<file path="config.mk">
export PLATFORM = sky130hd
export DESIGN_NAME = pwm_multi_ctrl
export DESIGN_NICKNAME = d
export VERILOG_FILES = /design/src/rtl/pwm_multi_ctrl.sv
export SDC_FILE = /design/constraint.sdc
export NUM_CORES = 1
export LEC_CHECK = 0
export ABC_CLOCK_PERIOD_IN_PS = 7150
export CORE_UTILIZATION = 45
export DETAILED_ROUTE_END_ITERATION = 8
export MAX_ROUTING_LAYER = met4
export PLACE_DENSITY = 0.66
export SETUP_SLACK_MARGIN = 0.05
export SYNTH_ARGS = -nofsm -noshare
export SYNTH_HDL_FRONTEND = slang
export SYNTH_SLANG_ARGS = --single-unit
export TNS_END_PERCENT = 30
</file>
<file path="constraint.sdc">
create_clock -name axi_clk -period 7.15 [get_ports axi_clk]
set_input_delay 1.0725 -clock axi_clk [delete_from_list [all_inputs] [get_ports axi_clk]]
set_output_delay 1.0725 -clock axi_clk [all_outputs]
set_load 0.005 [all_outputs]
</file>
<file path="src/rtl/pwm_multi_ctrl.sv">
// rtl/pwm_multi_ctrl.sv - N-channel PWM generator with receiver pulse capture and pad mux
//
// Purpose:
//   Shared period counter drives NCH system PWM outputs.
//   Period and duty are double-buffered and applied only at a period boundary.
//   Each receiver input is synchronized and its high time is measured.
//   A sticky flag reports a lost input.
//   Each pad selects system PWM or raw receiver pass-through.
//
// Optional feature (macro PWM_MULTI_FAILSAFE_EN):
//   A selected pass-through falls back to system PWM while that channel's
//   timeout flag is set.
//
// Ports:
//   axi_clk, axi_rstn    clock, asynchronous active-low reset
//   pwm_enable_i         generator enable
//   pwm_period_i         period in cycles
//   pwm_active_i         per-channel high time, channel i at [i*CNT_WIDTH +: CNT_WIDTH]
//   pwm_update_i         request to load the shadow registers at the next wrap
//   pwm_update_pend_o    load pending
//   period_start_o       pulse in the cycle the counter is 0 after a wrap
//   pwm_mux_sel_i        1 = receiver pass-through, 0 = system PWM
//   pwm_pad_i            asynchronous receiver inputs
//   pwm_pad_o            pad outputs
//   meas_width_o         last measured high time per channel
//   meas_valid_o         pulse when meas_width_o updates
//   meas_timeout_o       sticky input-lost flag per channel
module pwm_multi_ctrl #(
  parameter int NCH         = 2,
  parameter int CNT_WIDTH   = 24,
  parameter int SYNC_STAGES = 2,
  parameter int TIMEOUT     = 2500000
) (
  input  logic                     axi_clk,
  input  logic                     axi_rstn,
  input  logic                     pwm_enable_i,
  input  logic [CNT_WIDTH-1:0]     pwm_period_i,
  input  logic [NCH*CNT_WIDTH-1:0] pwm_active_i,
  input  logic                     pwm_update_i,
  output logic                     pwm_update_pend_o,
  output logic                     period_start_o,
  input  logic [NCH-1:0]           pwm_mux_sel_i,
  input  logic [NCH-1:0]           pwm_pad_i,
  output logic [NCH-1:0]           pwm_pad_o,
  output logic [NCH*CNT_WIDTH-1:0] meas_width_o,
  output logic [NCH-1:0]           meas_valid_o,
  output logic [NCH-1:0]           meas_timeout_o
);

  typedef logic [CNT_WIDTH-1:0] cnt_t;
  typedef enum logic {WAIT_RISE, HIGH} cap_state_e;

  localparam cnt_t CNT_ONE = cnt_t'(1);
  localparam cnt_t TMO_LIM = cnt_t'(TIMEOUT - 1);
  localparam cnt_t TMO_END = cnt_t'(TIMEOUT);

  // ---------------- generator ----------------
  cnt_t                     cnt_q, cnt_d;
  cnt_t                     period_sh_q, period_sh_d;
  logic [NCH*CNT_WIDTH-1:0] active_sh_q, active_sh_d;
  logic                     pend_q, pend_d;
  logic                     period_start_q, period_start_d;
  logic [NCH-1:0]           pwm_sys_q, pwm_sys_d;
  logic                     period_zero, wrap, load;

  always_comb begin
    period_zero = (period_sh_q == '0);
    wrap        = pwm_enable_i && !period_zero && (cnt_q == period_sh_q - CNT_ONE);
    // Disabled: shadows track the inputs.
    // Enabled: shadows load at a wrap, or immediately with a zero period
    // so a stopped generator can be restarted.
    load = !pwm_enable_i || ((pend_q || pwm_update_i) && (wrap || period_zero));

    period_sh_d    = load ? pwm_period_i : period_sh_q;
    active_sh_d    = load ? pwm_active_i : active_sh_q;
    pend_d         = load ? 1'b0 : (pend_q || pwm_update_i);
    cnt_d          = (!pwm_enable_i || period_zero || wrap) ? '0 : cnt_q + CNT_ONE;
    period_start_d = wrap;
    for (int i = 0; i < NCH; i++) begin
      pwm_sys_d[i] = pwm_enable_i && !period_zero &&
                     (cnt_q < active_sh_q[i*CNT_WIDTH +: CNT_WIDTH]);
    end
  end

  always_ff @(posedge axi_clk or negedge axi_rstn) begin
    if (!axi_rstn) begin
      cnt_q          <= '0;
      period_sh_q    <= '0;
      active_sh_q    <= '0;
      pend_q         <= 1'b0;
      period_start_q <= 1'b0;
      pwm_sys_q      <= '0;
    end else begin
      cnt_q          <= cnt_d;
      period_sh_q    <= period_sh_d;
      active_sh_q    <= active_sh_d;
      pend_q         <= pend_d;
      period_start_q <= period_start_d;
      pwm_sys_q      <= pwm_sys_d;
    end
  end

  assign pwm_update_pend_o = pend_q;
  assign period_start_o    = period_start_q;

  // ---------------- per-channel capture and pad mux ----------------
  for (genvar i = 0; i < NCH; i++) begin : g_ch
    logic [SYNC_STAGES-1:0] sync_q, sync_d;
    logic                   dly_q, dly_d, rise_q, rise_d, fall_q, fall_d;
    cap_state_e             st_q, st_d;
    cnt_t                   width_q, width_d, tmo_q, tmo_d, mw_q, mw_d;
    logic                   mv_q, mv_d, mt_q, mt_d;
    logic                   evt;

    always_comb begin
      sync_d = {sync_q[SYNC_STAGES-2:0], pwm_pad_i[i]};
      dly_d  = sync_q[SYNC_STAGES-1];
      rise_d = sync_q[SYNC_STAGES-1] & ~dly_q;
      fall_d = ~sync_q[SYNC_STAGES-1] & dly_q;

      st_d    = st_q;
      width_d = width_q;
      mw_d    = mw_q;
      mv_d    = 1'b0;
      mt_d    = mt_q;
      // Timeout counter saturates one past the limit so the flag fires once.
      tmo_d   = (tmo_q == TMO_END) ? tmo_q : tmo_q + CNT_ONE;
      evt     = 1'b0;

      case (st_q)
        WAIT_RISE: begin
          if (rise_q) begin
            width_d = CNT_ONE;
            tmo_d   = '0;
            st_d    = HIGH;
            evt     = 1'b1;
          end
        end
        HIGH: begin
          if (fall_q) begin
            mw_d = width_q;
            mv_d = 1'b1;
            mt_d = 1'b0;
            st_d = WAIT_RISE;
            evt  = 1'b1;
          end else if (width_q != '1) begin
            width_d = width_q + CNT_ONE;
          end
        end
        default: st_d = WAIT_RISE;
      endcase

      // A real edge in the same cycle wins over the timeout.
      if (tmo_q == TMO_LIM && !evt) begin
        mt_d = 1'b1;
        st_d = WAIT_RISE;
      end
    end

    always_ff @(posedge axi_clk or negedge axi_rstn) begin
      if (!axi_rstn) begin
        sync_q  <= '0;
        dly_q   <= 1'b0;
        rise_q  <= 1'b0;
        fall_q  <= 1'b0;
        st_q    <= WAIT_RISE;
        width_q <= '0;
        tmo_q   <= '0;
        mw_q    <= '0;
        mv_q    <= 1'b0;
        mt_q    <= 1'b1;
      end else begin
        sync_q  <= sync_d;
        dly_q   <= dly_d;
        rise_q  <= rise_d;
        fall_q  <= fall_d;
        st_q    <= st_d;
        width_q <= width_d;
        tmo_q   <= tmo_d;
        mw_q    <= mw_d;
        mv_q    <= mv_d;
        mt_q    <= mt_d;
      end
    end

    assign meas_width_o[i*CNT_WIDTH +: CNT_WIDTH] = mw_q;
    assign meas_valid_o[i]                        = mv_q;
    assign meas_timeout_o[i]                      = mt_q;

`ifdef PWM_MULTI_FAILSAFE_EN
    assign pwm_pad_o[i] = (pwm_mux_sel_i[i] && !mt_q) ? pwm_pad_i[i] : pwm_sys_q[i];
`else
    assign pwm_pad_o[i] = pwm_mux_sel_i[i] ? pwm_pad_i[i] : pwm_sys_q[i];
`endif
  end

endmodule

</file>
==> implementation parameters, run 1 <==
Parameter                              Value

GRT
  Via count of the first global-routing pass ... 8898
  Number of antenna violations at the first check in global routing ... 1
  First-pass GRT wire length ... 45800 um
  Gr usage total ... 18.8%
  Maximum number of pins on one net before global-route repair ... 165
  Congestion Overflow GR ... 0

Critical path
  Arrival time of the worst setup path ... 4.71 ns
  Data required, critical path ... 7.58 ns
  Type of destination of the critical path ... flop
  Critical path fanouts, max ... 42
  Most used cell, CP ... sky130_fd_sc_hd__nor3_1
  Cell with the biggest individual delay on the critical path ... sky130_fd_sc_hd__o221a_4
  Classification of the worst setup path ... reg2reg
  List of cells traversed by the critical path ... inv_1 -> ha_1 -> nor3b_1 -> nand4_1 -> and4_1 -> nor3_1 -> nor3_1 -> nand3b_1 -> o221a_4 -> buf_4 -> mux2_4
  Critical path's largest stage delay ... 0.80 ns
  Kind of start point of the critical path ... flop

Routing
  Number of iterations in the first detailed-routing pass ... 4
  Via-per-instance ratio ... 5.11
  Remaining number of nets flagged by the antenna check after routing ... 0
  Average detailed-routed wire length per instance ... 15.3 um
  Detailed router's first-iteration violation count ... 463
  Post-route DRC ... 0
  DR vias ... 9083
  Drt total wl ... 27100 um

Synth
  Net Count, Synth ... 1370
  Cell types occupying the most area after synthesis ... sky130_fd_sc_hd__dfrtp_1 48%, sky130_fd_sc_hd__mux2_4 7.6%, sky130_fd_sc_hd__ha_1 5.1%
  Avg Inst Size Synth ... 10.9 um^2
  Asr flop ratio synth ... 100%
  EDFF count, synth ... 0
  Flip-flop and latch count after synthesis ... 260
  Simple-gate share of the synthesized area ... 17.0%
  Post-synthesis cell count ... 1235
  Warning count from the yosys run ... 0
  Post-synthesis cell type count ... 61
  Xor/xnor cell area share of the yosys netlist ... 8.34%
  Mapped cell area ... 13400 um^2
  Fraction of synthesized cell area taken by the top area cell type ... 48.0%
  Area fraction in compound gates after synthesis ... 4.78%
  Sequential share of the synthesized area ... 48.4%
  Dominant combinational cell family by area after synthesis ... simple AND/OR/NAND/NOR gates
  Adder-cell share of the synthesized area ... 5.12%
  Yosys top cell by area ... sky130_fd_sc_hd__dfrtp_1
  Synth Flop Type ... sky130_fd_sc_hd__dfrtp_1
  Mux contribution to synthesized area ... 12.2%

Timing
  Worst-Margin Slew ... 1.09 ns
  Count of final hold-check violations ... 0
  Period utilization ... 59.9%
  RSZ-0062 raised after global routing ... no
  Total of endpoints with negative setup slack in the final report ... 0
  Slew Limit Headroom ... 27.3%
  Summed negative setup slack over all endpoints ... 0 ns
  Maximum clock rate ... 0.234 GHz
  Final min period ... 4.28 ns
  Final Max Slew Viols ... 0
  Worst Clk Skew ... 0.0175 ns
  Worst setup margin ... 2.87 ns

Clock network
  Number of setup buffers added after CTS ... 0
  Cts hold-fix bufs ... 0
  Clock tree root buffer cell ... sky130_fd_sc_hd__clkbuf_16
  Deepest clock path buffer count ... 3
  Number of cells upsized or downsized after cts ... 0
  Number of H-tree levels ... 1
  Inserted Clock Buffers ... 28
  Worst-skew pair later-pin latency ... 0.56 ns
  Clock input transition at the sequential cells of the worst setup and hold paths ... 0.06 ns
  Clk sinks ... 260
  Clock tree from TritonCTS ... built

Final layout
  Nets ... 1504
  Fill cell total of the finished layout ... 2527
  Share of final-layout standard cells stronger than drive strength 1 ... 13.5%
  P&R area growth vs syn ... 20.0%
  Layout Utilization ... 55.6%
  Number of standard cells in the layout, taps in and fillers out ... 1776

Hold path
  Path type of the worst min-delay path ... reg2reg

Power
  Total chip power ... 3880 uW
  Peak supply drop ... 166 uV
  PD cells ... 240 nW/um^2
  LEAKAGE ... 0.00753 uW

Floorplanning
  DIE AREA ... 30600 um^2
  Die boundary height ... 175 um
  Effective utilization at floorplan ... 46.3%
  Number of rows created at floorplan ... 62
  Die boundary width ... 175 um
  Boundary pin count ... 136
  Placeable Area ... 29000 um^2

Run status
  Outcome ... finished, final reports clean

Job
  Maximum Capacitance Violations ... 0

Placement
  Count of input and output buffers ... 135
  Half-perimeter wire length after placement ... 19100 um
  Routability congestion estimate from global placement ... 0.843
  Worst slack after detailed placement ... 2.91 ns
  # placed instances ... 1723
-- routing by layer --
layer | routed length [um] | vias up | track usage, %
met2 | 12800 | 152 | 30.0
met4 | 508 | 0 | 4.06
li1 | - | 4537 | -
met5 | 0 | - | -
met3 | 970 | 33 | 2.76
met1 | 12900 | 4361 | 25.4
-- through the flow --
stage,cell area [um^2],hold slack [ns]
floorplan,13400,0.331
global placement,15100,0.338
detailed placement,15100,0.340
CTS,16100,0.341
global route,16100,0.364
finish,16100,0.342
-- worst max-delay path: cells and delay by family, from the launching register on --
family                     cells  cell delay [ns]
adders and majority gates      1             0.20
muxes                          1             0.35
DFF                            1             0.42
buffers and inverters          2             0.70
and+or+nand+nor                6             1.67
AOI/OAI and AO/OA              1             0.80
-- logic make-up after synthesis --
family          count (synthesis)
fa+ha+maj                      55
buf+inv                       109
simple gates                  458
flops                         260
mux                           123
compound gates                102
xor+xnor                      128
-- synth_stat cells, types with 2 or more instances --
cell type / number
sky130_fd_sc_hd__dfstp_2: 2
sky130_fd_sc_hd__inv_1: 73
sky130_fd_sc_hd__nor2_1: 145
sky130_fd_sc_hd__ha_1: 55
sky130_fd_sc_hd__nand3b_1: 3
sky130_fd_sc_hd__nand4_1: 33
sky130_fd_sc_hd__a21oi_1: 32
sky130_fd_sc_hd__nor3b_1: 2
sky130_fd_sc_hd__and3b_1: 2
sky130_fd_sc_hd__or3_1: 15
sky130_fd_sc_hd__dfrtp_1: 258
sky130_fd_sc_hd__a22o_1: 2
sky130_fd_sc_hd__a21o_1: 14
sky130_fd_sc_hd__clkbuf_1: 20
sky130_fd_sc_hd__mux2i_1: 5
sky130_fd_sc_hd__nor4b_1: 5
sky130_fd_sc_hd__and3_1: 30
sky130_fd_sc_hd__mux2_4: 68
sky130_fd_sc_hd__xnor2_1: 62
sky130_fd_sc_hd__buf_1: 3
sky130_fd_sc_hd__nor2b_1: 14
sky130_fd_sc_hd__mux2_2: 48
sky130_fd_sc_hd__mux2_1: 2
sky130_fd_sc_hd__buf_12: 7
sky130_fd_sc_hd__nand2b_1: 8
sky130_fd_sc_hd__o22ai_1: 4
sky130_fd_sc_hd__nand3_1: 51
sky130_fd_sc_hd__nand2_1: 74
sky130_fd_sc_hd__or2_1: 2
sky130_fd_sc_hd__and4_1: 8
sky130_fd_sc_hd__a211o_1: 4
sky130_fd_sc_hd__nor3_1: 30
sky130_fd_sc_hd__or4_1: 5
sky130_fd_sc_hd__xor2_1: 66
sky130_fd_sc_hd__a211oi_1: 5
sky130_fd_sc_hd__or2_2: 4
sky130_fd_sc_hd__o21ai_0: 29
sky130_fd_sc_hd__buf_4: 4
sky130_fd_sc_hd__nor4_1: 12
sky130_fd_sc_hd__and2_1: 8
-- layout by cell type, fill, tap and decap left out, types with 9 or more instances in the layout --
cell type	n
sky130_fd_sc_hd__dfrtp_1	258
sky130_fd_sc_hd__nand2_1	74
sky130_fd_sc_hd__xnor2_1	62
sky130_fd_sc_hd__clkinv_2	9
sky130_fd_sc_hd__xor2_1	66
sky130_fd_sc_hd__mux2_4	68
sky130_fd_sc_hd__ha_1	55
sky130_fd_sc_hd__nor2b_1	12
sky130_fd_sc_hd__and3_1	30
sky130_fd_sc_hd__nor2_1	145
sky130_fd_sc_hd__o21ai_0	29
sky130_fd_sc_hd__inv_1	73
sky130_fd_sc_hd__clkbuf_16	28
sky130_fd_sc_hd__a21o_1	14
sky130_fd_sc_hd__clkdlybuf4s50_1	134
sky130_fd_sc_hd__or3_1	15
sky130_fd_sc_hd__mux2_2	48
sky130_fd_sc_hd__nor4_1	12
sky130_fd_sc_hd__nor3_1	30
sky130_fd_sc_hd__a21oi_1	32
sky130_fd_sc_hd__nand3_1	51
sky130_fd_sc_hd__nand4_1	33
-- power by group --
group	leakage, uW	switching, uW	total [uW]	internal (uW)
sequential	0.00339	127	1720	1590
combinational	0.00361	228	512	284
clock	0.000527	606	1650	1040
total	0.00753	961	3880	2920
-- flip-flops by register name, indices dropped and copies added, names as in the netlist, 4 cells and up --
| name | cells |
|---|---|
| g_ch.tmo_q | 48 |
| g_ch.mw_q | 48 |
| g_ch.width_q | 48 |
| g_ch.sync_q | 4 |
| active_sh_q | 48 |
| cnt_q | 24 |
| period_sh_q | 24 |
-- area by class of cell --
type / instances / area [um^2] / area share, %
multi-input combinational: 866 / 6380 / 39.6
timing repair buffer: 140 / 1410 / 8.72
inverter: 73 / 274 / 1.70
clock buffer: 31 / 742 / 4.60
clock inverter: 21 / 338 / 2.09
antenna: 1 / 2.50 / 0.0155
tap: 384 / 480 / 2.98
sequential: 260 / 6510 / 40.3
-- final timing paths --
path / start / endpoint / slack (ns) / cells after the start
max in group asynchronous: axi_rstn / active_sh_q[19]$_DFFE_PN0P_ / 5.24 / 2
min in group asynchronous: axi_rstn / g_ch[0].tmo_q[4]$_DFF_PN0_ / 0.52 / 1
worst max-delay path: period_sh_q[0]$_DFFE_PN0P_ / active_sh_q[9]$_DFFE_PN0P_ / 2.87 / 11
worst min register to register: g_ch[1].sync_q[0]$_DFF_PN0_ / g_ch[1].sync_q[1]$_DFF_PN0_ / 0.34 / 0
worst max register to register: period_sh_q[0]$_DFFE_PN0P_ / active_sh_q[9]$_DFFE_PN0P_ / 2.87 / 11
worst min-delay path: g_ch[1].sync_q[0]$_DFF_PN0_ / g_ch[1].sync_q[1]$_DFF_PN0_ / 0.34 / 0
Power figures use the tool's default switching activity.
==> run 2, diff against run 1 <==
- ABC_CLOCK_PERIOD_IN_PS: 7150 -> 3780
- PLACE_DENSITY: 0.66 -> 0.69
- clock period: 7.15 -> 3.78 ns (I/O delays scaled with it)
==> implementation parameters, run 2 (same netlist as run 1, synthesis figures left out) <==
Parameter                              Value

Timing
  Period utilization ... 90.1% (+30 points)
  Worst Clk Skew ... 0.00968 ns (-0.00778 ns)
  Maximum clock rate ... 0.294 GHz (+26%)
  Final min period ... 3.40 ns (-0.877 ns)
  Worst-Margin Slew ... 0.800 ns (-0.288 ns)
  Count of final hold-check violations ... 0 (unchanged)
  RSZ-0062 raised after global routing ... no
  Final Max Slew Viols ... 0 (unchanged)
  Slew Limit Headroom ... 46.7% (+19 points)
  Summed negative setup slack over all endpoints ... 0 ns (unchanged)
  Total of endpoints with negative setup slack in the final report ... 0 (unchanged)

Final layout
  Nets ... 1518 (+0.93%)
  Area taken by multi-input logic gates ... 6380 um^2 (unchanged)
  Area of all sequential standard cells ... 6510 um^2 (unchanged)
  P&R area growth vs syn ... 20.3%
  Number of standard cells in the layout, taps in and fillers out ... 1789 (+0.73%)
  Most common cell after layout, fill and taps aside ... sky130_fd_sc_hd__dfrtp_1
  Commonest cells after routing, fill and taps aside ... 258 x sky130_fd_sc_hd__dfrtp_1, 145 x sky130_fd_sc_hd__nor2_1, 134 x sky130_fd_sc_hd__clkdlybuf4s50_1, 74 x sky130_fd_sc_hd__nand2_1, 73 x sky130_fd_sc_hd__inv_1
  Antenna cells ... 0 (-1)
  Share of final-layout standard cells stronger than drive strength 1 ... 14.1% (+0.58 points)
  Fill cell total of the finished layout ... 2515 (-0.47%)
  Layout Utilization ... 55.8% (+0.15 points)

Clock network
  Clock tree root buffer cell ... sky130_fd_sc_hd__clkbuf_16
  Deepest clock path buffer count ... 3 (unchanged)
  Number of setup buffers added after CTS ... 0 (unchanged)
  Clock tree from TritonCTS ... built
  Clk sinks ... 260 (unchanged)
  Inserted Clock Buffers ... 28 (unchanged)
  Number of H-tree levels ... 1 (unchanged)
  Cts hold-fix bufs ... 0 (unchanged)
  Number of cells upsized or downsized after cts ... 0 (unchanged)
  Worst-skew pair later-pin latency ... 0.54 ns (-0.02 ns)
  Clock input transition at the sequential cells of the worst setup and hold paths ... 0.06 ns (about the same)

Routing
  Average detailed-routed wire length per instance ... 15.6 um (+2.4%)
  Post-route DRC ... 0 (unchanged)
  Number of iterations in the first detailed-routing pass ... 6 (+2)
  DR vias ... 9273 (+2.1%)
  Detailed router's first-iteration violation count ... 351 (-24%)
  Via-per-instance ratio ... 5.18 (+1.3%)
  Remaining number of nets flagged by the antenna check after routing ... 0 (unchanged)
  Drt total wl ... 28000 um (+3.2%)

Critical path
  CP Depth ... 9 (-2)
  Data required, critical path ... 4.20 ns (-3.38 ns)
  Cell with the biggest individual delay on the critical path ... sky130_fd_sc_hd__or4_4
  Classification of the worst setup path ... reg2reg
  Crit-path leading delay family ... simple AND/OR/NAND/NOR gates
  Buffer and inverter count on the worst path ... 1 (-1)
  Critical path's largest stage delay ... 0.58 ns (-0.22 ns)
  Kind of start point of the critical path ... flop
  Arrival time of the worst setup path ... 3.82 ns (-0.89 ns)
  Worst reg2reg path depth ... 9 (-2)
  Type of destination of the critical path ... flop
  Critical path fanouts, max ... 18 (-57%)
  List of cells traversed by the critical path ... or4_4 -> or3_1 -> a2111oi_2 -> o22ai_1 -> nor3_1 -> nand3b_1 -> o221a_4 -> buf_4 -> mux2_4

Floorplanning
  Die boundary width ... 175 um (unchanged)
  Placeable Area ... 29000 um^2 (unchanged)
  Effective utilization at floorplan ... 46.3% (unchanged)
  Die boundary height ... 175 um (unchanged)
  DIE AREA ... 30600 um^2 (unchanged)
  Number of rows created at floorplan ... 62 (unchanged)
  Boundary pin count ... 136 (unchanged)

Power
  Gate power share ... 13.8% (+0.6 points)
  Peak supply drop ... 307 uV (+84%)
  Clock share of power ... 40.2% (-2.2 points)
  Fraction of power spent switching nets ... 25.4% (+0.61 points)
  LEAKAGE ... 0.00757 uW (+0.57%)
  Power share of the sequential group ... 46.0% (+1.6 points)
  Total internal power ... 5310 uW (+82%)
  P_sw ... 1810 uW (+88%)
  PD cells ... 440 nW/um^2 (+83%)

Run status
  Outcome ... finished, final reports clean

Placement
  Count of input and output buffers ... 135 (unchanged)
  # placed instances ... 1737 (+0.81%)
  Routability congestion estimate from global placement ... 0.875 (+3.9%)
  Half-perimeter wire length after placement ... 20200 um (+5.8%)

GRT
  Via count of the first global-routing pass ... 9503 (+6.8%)
  Congestion Overflow GR ... 0 (unchanged)
  Number of antenna violations at the first check in global routing ... 0 (-1)
  First-pass GRT wire length ... 47300 um (+3.2%)
  Gr usage total ... 19.4% (+0.60 points)
  Maximum number of pins on one net before global-route repair ... 108 (-35%)

Job
  Maximum Capacitance Violations ... 0 (unchanged)

Hold path
  Path type of the worst min-delay path ... in2async
[run 2: cell type report]
cell class              instances  area share [%]
flip-flops and latches        260            40.2
multi-input cells             866            39.5
repair buffers                154            9.57
clock buffers                  40            5.17
well taps                     384            2.97
inverters                      73            1.69
clock inverters                12           0.897
[run 2: worst paths after layout]
check	startpoint	end	slack, ns
setup / recovery	period_sh_q[8]$_DFFE_PN0P_	active_sh_q[42]$_DFFE_PN0P_	0.38
hold / removal	axi_rstn	g_ch[0].mw_q[16]$_DFFE_PN0P_	0.07
setup reg to reg	period_sh_q[8]$_DFFE_PN0P_	active_sh_q[42]$_DFFE_PN0P_	0.38
hold reg to reg	g_ch[0].sync_q[0]$_DFF_PN0_	g_ch[0].sync_q[1]$_DFF_PN0_	0.35
max in group asynchronous	axi_rstn	cnt_q[13]$_DFF_PN0_	2.84
min in group axi_clk	g_ch[0].sync_q[0]$_DFF_PN0_	g_ch[0].sync_q[1]$_DFF_PN0_	0.35
[run 2: metrics by stage]
stage / hold slack [ns] / power (uW) / setup WS [ns] / area (um^2)
4_1_cts: 0.0994 / 7210 / 0.396 / 16200
3_5_place_dp: 0.337 / 4310 / 0.408 / 15200
5_1_grt: 0.137 / 7450 / 0.184 / 16200
3_3_place_gp: 0.336 / 4280 / 0.461 / 15200
2_1_floorplan: 0.271 / 3870 / 0.685 / 13400
6_report: 0.0740 / 7110 / 0.376 / 16200
[run 2: metal layers]
| layer | share of wire (%) | GRT usage (%) |
|---|---|---|
| met1 | 46 | 24.9 |
| met2 | 48 | 31.7 |
| met3 | 3.4 | 2.42 |
| met4 | 2.7 | 6.45 |
| met5 | 0 | - |
[run 2: power groups by stage]
| stage | sequential (uW) | clock [uW] | combinational (uW) |
|---|---|---|---|
| 2_1_floorplan | 3230 | 0 | 636 |
| 3_3_place_gp | 3310 | 0 | 966 |
| 3_5_place_dp | 3310 | 0 | 995 |
| 4_1_cts | 3270 | 2940 | 1000 |
| 5_1_grt | 3310 | 3040 | 1100 |
| 6_report | 3270 | 2860 | 981 |
==> run 3, diff against run 2 <==
- SKIP_CTS_REPAIR_TIMING: default -> 1
==> results of run 3 <==
The final DEF is identical to that of run 2; final timing and power are the same.
